[src/rtl/mem_access_pkg.sv]
// Shared core types for the memory-access stage: decoded instruction, funct3 widths and FSM states.
package mem_access_pkg;

    typedef struct packed {
        logic [6:0] opcode;
        logic [4:0] rd;
        logic [4:0] rs1;
        logic [4:0] rs2;
        logic [2:0] funct3;
        logic [6:0] funct7;
        logic       is_load;
        logic       is_store;
    } instructions;

    localparam logic [2:0] F3_B  = 3'b000;
    localparam logic [2:0] F3_H  = 3'b001;
    localparam logic [2:0] F3_W  = 3'b010;
    localparam logic [2:0] F3_BU = 3'b100;
    localparam logic [2:0] F3_HU = 3'b101;

    typedef enum logic [0:0] {StIdle, StBus} mem_state_t;

    typedef enum logic [1:0] {SizeByte, SizeHalf, SizeWord} access_size_t;

    // Unsigned byte/half encodings only exist for loads; any other code is a word access.
    function automatic access_size_t access_size(input logic [2:0] funct3, input logic is_store);
        access_size_t size;
        case (funct3)
            F3_B:    size = SizeByte;
            F3_H:    size = SizeHalf;
            F3_BU:   size = is_store ? SizeWord : SizeByte;
            F3_HU:   size = is_store ? SizeWord : SizeHalf;
            default: size = SizeWord;
        endcase
        return size;
    endfunction

endpackage

[src/rtl/mem_access_if.sv]
// Data-bus handshake between the memory-access stage (master) and the data memory (slave).
interface mem_access_if #(
    parameter int unsigned ADDR_W = 32
) ();
    logic              mem_req;
    logic              mem_we;
    logic [ADDR_W-1:0] mem_addr;
    logic [31:0]       mem_wdata;
    logic [3:0]        mem_wstrb;
    logic              mem_ready;
    logic [31:0]       mem_rdata;

    modport master (
        output mem_req, mem_we, mem_addr, mem_wdata, mem_wstrb,
        input  mem_ready, mem_rdata
    );

    modport slave (
        input  mem_req, mem_we, mem_addr, mem_wdata, mem_wstrb,
        output mem_ready, mem_rdata
    );
endinterface

[src/rtl/mem_access_load_extender.sv]
// Selects the addressed byte/half of a read word and sign- or zero-extends it by funct3.
module load_extender
    import mem_access_pkg::*;
(
    input  logic [31:0] rdata,
    input  logic [1:0]  addr,
    input  logic [2:0]  funct3,
    output logic [31:0] result
);
    logic [7:0]  byte_sel;
    logic [15:0] half_sel;

    always_comb begin
        byte_sel = rdata[7:0];
        case (addr)
            2'd0:    byte_sel = rdata[7:0];
            2'd1:    byte_sel = rdata[15:8];
            2'd2:    byte_sel = rdata[23:16];
            default: byte_sel = rdata[31:24];
        endcase
        half_sel = addr[1] ? rdata[31:16] : rdata[15:0];

        case (funct3)
            F3_B:    result = {{24{byte_sel[7]}}, byte_sel};
            F3_BU:   result = {24'd0, byte_sel};
            F3_H:    result = {{16{half_sel[15]}}, half_sel};
            F3_HU:   result = {16'd0, half_sel};
            default: result = rdata;
        endcase
    end
endmodule

[src/rtl/mem_access.sv]
// Memory-access stage: one optional data-bus transaction per enabled pulse, then a registered
// result with a level-held completed flag for write-back.
module mem_access
    import mem_access_pkg::*;
#(
    parameter int unsigned ADDR_W = 32
) (
    input  logic         clk,
    input  logic         rstn,
    input  logic         enabled,
    input  instructions  instr,
    input  logic [31:0]  exec_result,
    input  logic [31:0]  rs2_data,
    mem_access_if.master bus,
    output instructions  instr_out,
    output logic [31:0]  result,
    output logic         misaligned,
    output logic         completed
);
    mem_state_t        state_q, state_d;
    instructions       instr_q, instr_d;
    logic [1:0]        addr_lo_q, addr_lo_d;
    logic [31:0]       result_q, result_d;
    logic              misaligned_q, misaligned_d;
    logic              completed_q, completed_d;
    logic              req_q, req_d;
    logic              we_q, we_d;
    logic [ADDR_W-1:0] maddr_q, maddr_d;
    logic [31:0]       wdata_q, wdata_d;
    logic [3:0]        wstrb_q, wstrb_d;

    access_size_t size;
    logic         is_mem;
    logic         is_misaligned;
    logic [31:0]  store_wdata;
    logic [3:0]   store_wstrb;
    logic [31:0]  load_result;

    load_extender u_load_extender (
        .rdata  (bus.mem_rdata),
        .addr   (addr_lo_q),
        .funct3 (instr_q.funct3),
        .result (load_result)
    );

    always_comb begin
        size          = access_size(instr.funct3, instr.is_store);
        is_mem        = instr.is_load | instr.is_store;
        is_misaligned = is_mem && (((size == SizeHalf) && exec_result[0]) ||
                                   ((size == SizeWord) && (exec_result[1:0] != 2'b00)));
        case (size)
            SizeByte: begin
                store_wdata = {4{rs2_data[7:0]}};
                store_wstrb = 4'b0001 << exec_result[1:0];
            end
            SizeHalf: begin
                store_wdata = {2{rs2_data[15:0]}};
                store_wstrb = exec_result[1] ? 4'b1100 : 4'b0011;
            end
            default: begin
                store_wdata = rs2_data;
                store_wstrb = 4'b1111;
            end
        endcase
    end

    always_comb begin
        state_d      = state_q;
        instr_d      = instr_q;
        addr_lo_d    = addr_lo_q;
        result_d     = result_q;
        misaligned_d = misaligned_q;
        completed_d  = completed_q;
        req_d        = req_q;
        we_d         = we_q;
        maddr_d      = maddr_q;
        wdata_d      = wdata_q;
        wstrb_d      = wstrb_q;

        case (state_q)
            StIdle: begin
                if (enabled) begin
                    instr_d      = instr;
                    addr_lo_d    = exec_result[1:0];
                    completed_d  = 1'b0;
                    misaligned_d = 1'b0;
                    result_d     = '0;
                    if (!is_mem) begin
                        result_d    = exec_result;
                        completed_d = 1'b1;
                    end else if (is_misaligned) begin
                        misaligned_d = 1'b1;
                        result_d     = exec_result;
                        completed_d  = 1'b1;
                    end else begin
                        req_d   = 1'b1;
                        we_d    = instr.is_store;
                        maddr_d = ADDR_W'({exec_result[31:2], 2'b00});
                        wdata_d = instr.is_store ? store_wdata : '0;
                        wstrb_d = instr.is_store ? store_wstrb : 4'b0000;
                        state_d = StBus;
                    end
                end
            end
            StBus: begin
                if (bus.mem_ready) begin
                    req_d       = 1'b0;
                    completed_d = 1'b1;
                    result_d    = instr_q.is_load ? load_result : '0;
                    state_d     = StIdle;
                end
            end
            default: state_d = StIdle;
        endcase
    end

    always_ff @(posedge clk or negedge rstn) begin
        if (!rstn) begin
            state_q      <= StIdle;
            instr_q      <= '0;
            addr_lo_q    <= '0;
            result_q     <= '0;
            misaligned_q <= 1'b0;
            completed_q  <= 1'b0;
            req_q        <= 1'b0;
            we_q         <= 1'b0;
            maddr_q      <= '0;
            wdata_q      <= '0;
            wstrb_q      <= '0;
        end else begin
            state_q      <= state_d;
            instr_q      <= instr_d;
            addr_lo_q    <= addr_lo_d;
            result_q     <= result_d;
            misaligned_q <= misaligned_d;
            completed_q  <= completed_d;
            req_q        <= req_d;
            we_q         <= we_d;
            maddr_q      <= maddr_d;
            wdata_q      <= wdata_d;
            wstrb_q      <= wstrb_d;
        end
    end

    assign bus.mem_req   = req_q;
    assign bus.mem_we    = we_q;
    assign bus.mem_addr  = maddr_q;
    assign bus.mem_wdata = wdata_q;
    assign bus.mem_wstrb = wstrb_q;
    assign instr_out     = instr_q;
    assign result        = result_q;
    assign misaligned    = misaligned_q;
    assign completed     = completed_q;
endmodule

[src/flat_wrapper.sv]
// flat-port wrapper written by rule: the top's interface ports become plain ports
module mem_access_flat import mem_access_pkg::*;
#(
    parameter int unsigned ADDR_W = 32
)
  (clk, rstn, enabled, instr, exec_result, rs2_data, instr_out, result, misaligned, completed, bus_mem_req, bus_mem_we, bus_mem_addr, bus_mem_wdata, bus_mem_wstrb, bus_mem_ready, bus_mem_rdata);
  mem_access_if #(.ADDR_W(ADDR_W)) bus_i ();
  input  logic clk;
  input  logic rstn;
  input  logic enabled;
  input  instructions instr;
  input  logic [31:0] exec_result;
  input  logic [31:0] rs2_data;
  output instructions instr_out;
  output logic [31:0] result;
  output logic misaligned;
  output logic completed;
  output wire logic [$bits(bus_i.mem_req)-1:0] bus_mem_req;
  output wire logic [$bits(bus_i.mem_we)-1:0] bus_mem_we;
  output wire logic [$bits(bus_i.mem_addr)-1:0] bus_mem_addr;
  output wire logic [$bits(bus_i.mem_wdata)-1:0] bus_mem_wdata;
  output wire logic [$bits(bus_i.mem_wstrb)-1:0] bus_mem_wstrb;
  input wire logic [$bits(bus_i.mem_ready)-1:0] bus_mem_ready;
  input wire logic [$bits(bus_i.mem_rdata)-1:0] bus_mem_rdata;
  assign bus_mem_req = bus_i.mem_req;
  assign bus_mem_we = bus_i.mem_we;
  assign bus_mem_addr = bus_i.mem_addr;
  assign bus_mem_wdata = bus_i.mem_wdata;
  assign bus_mem_wstrb = bus_i.mem_wstrb;
  assign bus_i.mem_ready = bus_mem_ready;
  assign bus_i.mem_rdata = bus_mem_rdata;
  mem_access #(.ADDR_W(ADDR_W)) u_core (.clk(clk), .rstn(rstn), .enabled(enabled), .instr(instr), .exec_result(exec_result), .rs2_data(rs2_data), .bus(bus_i), .instr_out(instr_out), .result(result), .misaligned(misaligned), .completed(completed));
endmodule
[config.mk]
export PLATFORM = sky130hd
export DESIGN_NAME = mem_access_flat
export DESIGN_NICKNAME = d
export VERILOG_FILES = /design/src/rtl/mem_access_pkg.sv /design/src/rtl/mem_access_if.sv /design/src/rtl/mem_access_load_extender.sv /design/src/rtl/mem_access.sv /design/src/flat_wrapper.sv
export SDC_FILE = /design/constraint.sdc
export NUM_CORES = 1
export LEC_CHECK = 0
export CELL_PAD_IN_SITES_DETAIL_PLACEMENT = 0
export CELL_PAD_IN_SITES_GLOBAL_PLACEMENT = 1
export CORE_ASPECT_RATIO = 1.2
export CORE_UTILIZATION = 33
export CTS_CLUSTER_DIAMETER = 60
export DETAILED_ROUTE_END_ITERATION = 10
export PLACE_DENSITY = 0.81
export SLEW_MARGIN = 15
export SYNTH_ARGS = -nofsm -noshare
export SYNTH_HDL_FRONTEND = slang
export SYNTH_SLANG_ARGS = --single-unit
[constraint.sdc]
create_clock -name clk -period 2.25 [get_ports clk]
set_input_delay 0.45 -clock clk [delete_from_list [all_inputs] [get_ports clk]]
set_output_delay 0.45 -clock clk [all_outputs]
set_load 0.02 [all_outputs]
==> results.txt <==
- Root buffer selected by CTS: clkbuf_16
- Number of sinks handled by clock tree synthesis: 139
- Boundary Pins: 272
- In the routed design, unresolved DRC markers number 0.
* Capture endpoint of the worst hold path: u_core.bus.mem_wdata[23]
- Unrepaired setup endpoints after global routing: no
- In the final routed layout, each cell accounts on average for 19.1 um.
- Input and output buffers added on the ports amount to 269.
- Transition time at the pin with the least slew margin: 1.09 ns
- Final hold viol count: 0
* Wirelength, routed: 20.7 mm
- Worst setup path category: flip-flop to primary output
- Nature of the critical path endpoint: primary output
- The die is 155 um tall.
- Setup Buffers After CTS: 0
* Critical path buffer and inverter count: 1
- Counting flops and latches in the post-synthesis netlist gives 139.
- In this run the number of H-tree levels came out at 4.
- Summed over all failing endpoints, the final setup total negative slack is 0 ns.
- Number of standard cells in the layout, taps in and fillers out: 1084
- Traced cell by cell, the critical path runs through clkdlybuf4s50_1.
* Via count of the routed design: 5578
- Area of the placeable core: 0.0190 mm2
- Area of the mapped netlist: 0.00645 mm2
- Gpl congestion: 0.898
- Before antenna repair, the detailed router went through 5 iterations.
- Setup slack on the worst reg-to-reg path comes out at 0.31 ns.
* Vias in the first global route: 5929
- Logic depth of the worst register-to-register path: 4
- In the final layout, flip-flops and latches occupy 0.00348 mm2.
- Stages on worst setup path: 1
- Max Transition Viols Final: 0
- Shortest clock period the worst path allows after layout: 1.95 ns
* Synth unique cells: 45
* Worst-path cell with the longest stage delay: clkdlybuf4s50_1
- Power Dens Cells: 984 mW/mm2
* Crit Path Max Fanout: 5
* Maximum number of pins on one net before global-route repair: 53
* Static leakage power: 0.00428 uW
- Wire length of the first global-routing pass: 32.2 mm
- The most critical setup path has its startpoint at u_core.instr_out[1].
- Final worst path period share: 86.8%
- Starting density of the core: 34.0%
- Global routing used 21.0% of the available tracks.
- The flow ran to the end, and the final reports show no timing, DRC or antenna violations.
* CTS max path bufs: 2
- Cell depth of the worst hold path: 1
* Layout Utilization: 54.0%
- Among all flip-flop cells after synthesis, the most frequent one is dfrtp_1.
* N_diodes: 0
- Syn Area/Cell: 12.1 um2
- # setup viols final: 0
- Area of the die: 0.0201 mm2
- The kind of cell with the highest combined delay along the critical path is buffers and inverters.
* WL met1: 8.25 mm
- The number of clock buffers added by TritonCTS is 17.
* Synth Instances: 533
* Via density per instance: 5.15
* Signal arrival time at the worst endpoint: 1.50 ns
- The library cell used most frequently in the layout, excluding fill and tap cells, is clkdlybuf4s50_1.
- First-iteration detailed-routing DRC count: 276
* Number of cells after detailed placement: 1051
- Worst voltage drop across the vdd grid: 527 uV
* Setup Skew: 0.0128 ns
* Class of the worst hold path: flip-flop to flip-flop
- Beginning of the worst hold path: u_core.bus.mem_wdata[23]
- At the end of the flow, the number of nets in the layout was 949.
- The worst register-to-register path ends at u_core.result[22].
- Antenna violations before repair: 0
- YS warnings: 0
* Maximum achievable frequency: 512 MHz
* Critical Path Max Stage Delay: 0.68 ns
* Fill cells: 1676
- Cells with a size suffix above 1 make up 17.6% of the layout.
- Compared with the post-synthesis result, the final layout area differs by 58.9%.
* Element type at the critical path start: flip-flop
* Count of flip-flops with a built-in enable after synthesis: 0
- In the detailed route, the total length drawn on met3 is 1.61 mm.
- At the later pin of the worst-skew pair, clock insertion delay measures 0.41 ns.
- Clock Pin Slew Worst Setup and Hold Paths: 0.06 ns
- Worst slew margin relative to its limit: 27.1%
- Number of antenna-violating nets in the routed design: 0
- Across the run, the number of max-cap violations was 0.
- # rows: 55
- Worst path required time: 1.80 ns
* Total Power: 10100 uW
- In the final layout, the multi-input gates occupy 0.00273 mm2.
* Total half-perimeter wirelength after legalization and detailed placement: 15.4 mm
- Source of the worst register-to-register timing path: u_core.instr_out[10]
* Fraction of synthesis flops using an asynchronous set or reset pin: 100%
* Detailed route wirelength on metal2: 10.3 mm
- Clock tree from TritonCTS: yes
- After synthesis, flip-flops and latches occupy 53.9% of the total area.
- Final global-route overflow total: 0
- Max Used Layer: met4
* Chip Width: 130 um
* Commonest non-fill, non-tap cells in the layout: 267 x clkdlybuf4s50_1, 139 x dfrtp_1, 38 x o21ai_0, 38 x nand2_1, 34 x mux2_2
==> layout make-up <==
class	count	area share [%]
Sequential cell	139	33.9
Clock inverter	12	1.82
Timing Repair Buffer	302	29.8
Tap cell	256	3.12
Clock buffer	20	4.36
Multi-Input combinational cell	347	26.6
Inverter	8	0.293
==> timing repair <==
item,in CTS,in global routing
setup endpoints to repair,0,1
resized for setup,0,1
endpoints found under the hold margin,4,0
hold buffers,1,0
==> cell usage after synthesis, types with 10 or more instances <==
cell type / number / area, um2
mux2i_1: 32 / 320
clkbuf_1: 14 / 52.6
a32oi_1: 16 / 140
a21oi_1: 23 / 115
mux2_4: 28 / 420
mux2_2: 34 / 383
a22o_1: 10 / 87.6
buf_2: 17 / 85.1
dfrtp_1: 139 / 3480
a21oi_2: 12 / 105
nor2_1: 28 / 105
o21ai_0: 38 / 190
o2bb2ai_1: 24 / 210
nand2_1: 38 / 143
==> kinds of logic after synthesis <==
| kind of cell | after synthesis | share of synthesized area (%) |
|---|---|---|
| other | 1 | 0.0581 |
| buffers and inverters | 48 | 3.99 |
| muxes | 95 | 17.8 |
| and+or+nand+nor | 87 | 6.05 |
| AOI/OAI and AO/OA | 162 | 18.1 |
| DFF | 139 | 53.9 |
| xor gates and xnor gates | 1 | 0.136 |
==> worst max-delay path by stage <==
stage | slack, ns | endpoint
after global placement | 0.08 | u_core.bus.mem_addr[31]
after detailed placement | 0.03 | u_core.result[18]
after CTS | 0.04 | instr_out[10]
final | 0.30 | instr_out[1]
after global routing | 0.15 | u_core.result[29]
after floorplan | 0.55 | u_core.bus.mem_addr[10]
==> metal layers <==
metal | GRT usage (%) | up-vias
met5 | 0 | -
met2 | 35.3 | 249
met3 | 6.40 | 32
met1 | 24.8 | 2757
li1 | - | 2540
met4 | 8.47 | 0
==> through the flow <==
step | setup WS [ns] | cell area (um2) | hold WS, ns
floorplan | 0.546 | 6460 | 0.154
global placement | 0.0779 | 9610 | 0.447
detailed placement | 0.0257 | 9610 | 0.455
CTS | 0.0434 | 10200 | 0.497
global route | 0.153 | 10300 | 0.513
finish | 0.298 | 10300 | 0.493
==> state kept, by name (all words and copies together) (netlist names), 2 cells and up <==
register and cells:
u_core.result 32, u_core.instr_out 34, u_core.bus.mem_wdata 32, u_core.bus.mem_addr 30, u_core.addr_lo_q 2, u_core.bus.mem_wstrb 4
==> power breakdown <==
part | switching [uW] | internal, uW
Sequential | 368 | 3080
Clock | 1120 | 1900
Combinational | 1740 | 1880
(Power assumes the default switching activity.)
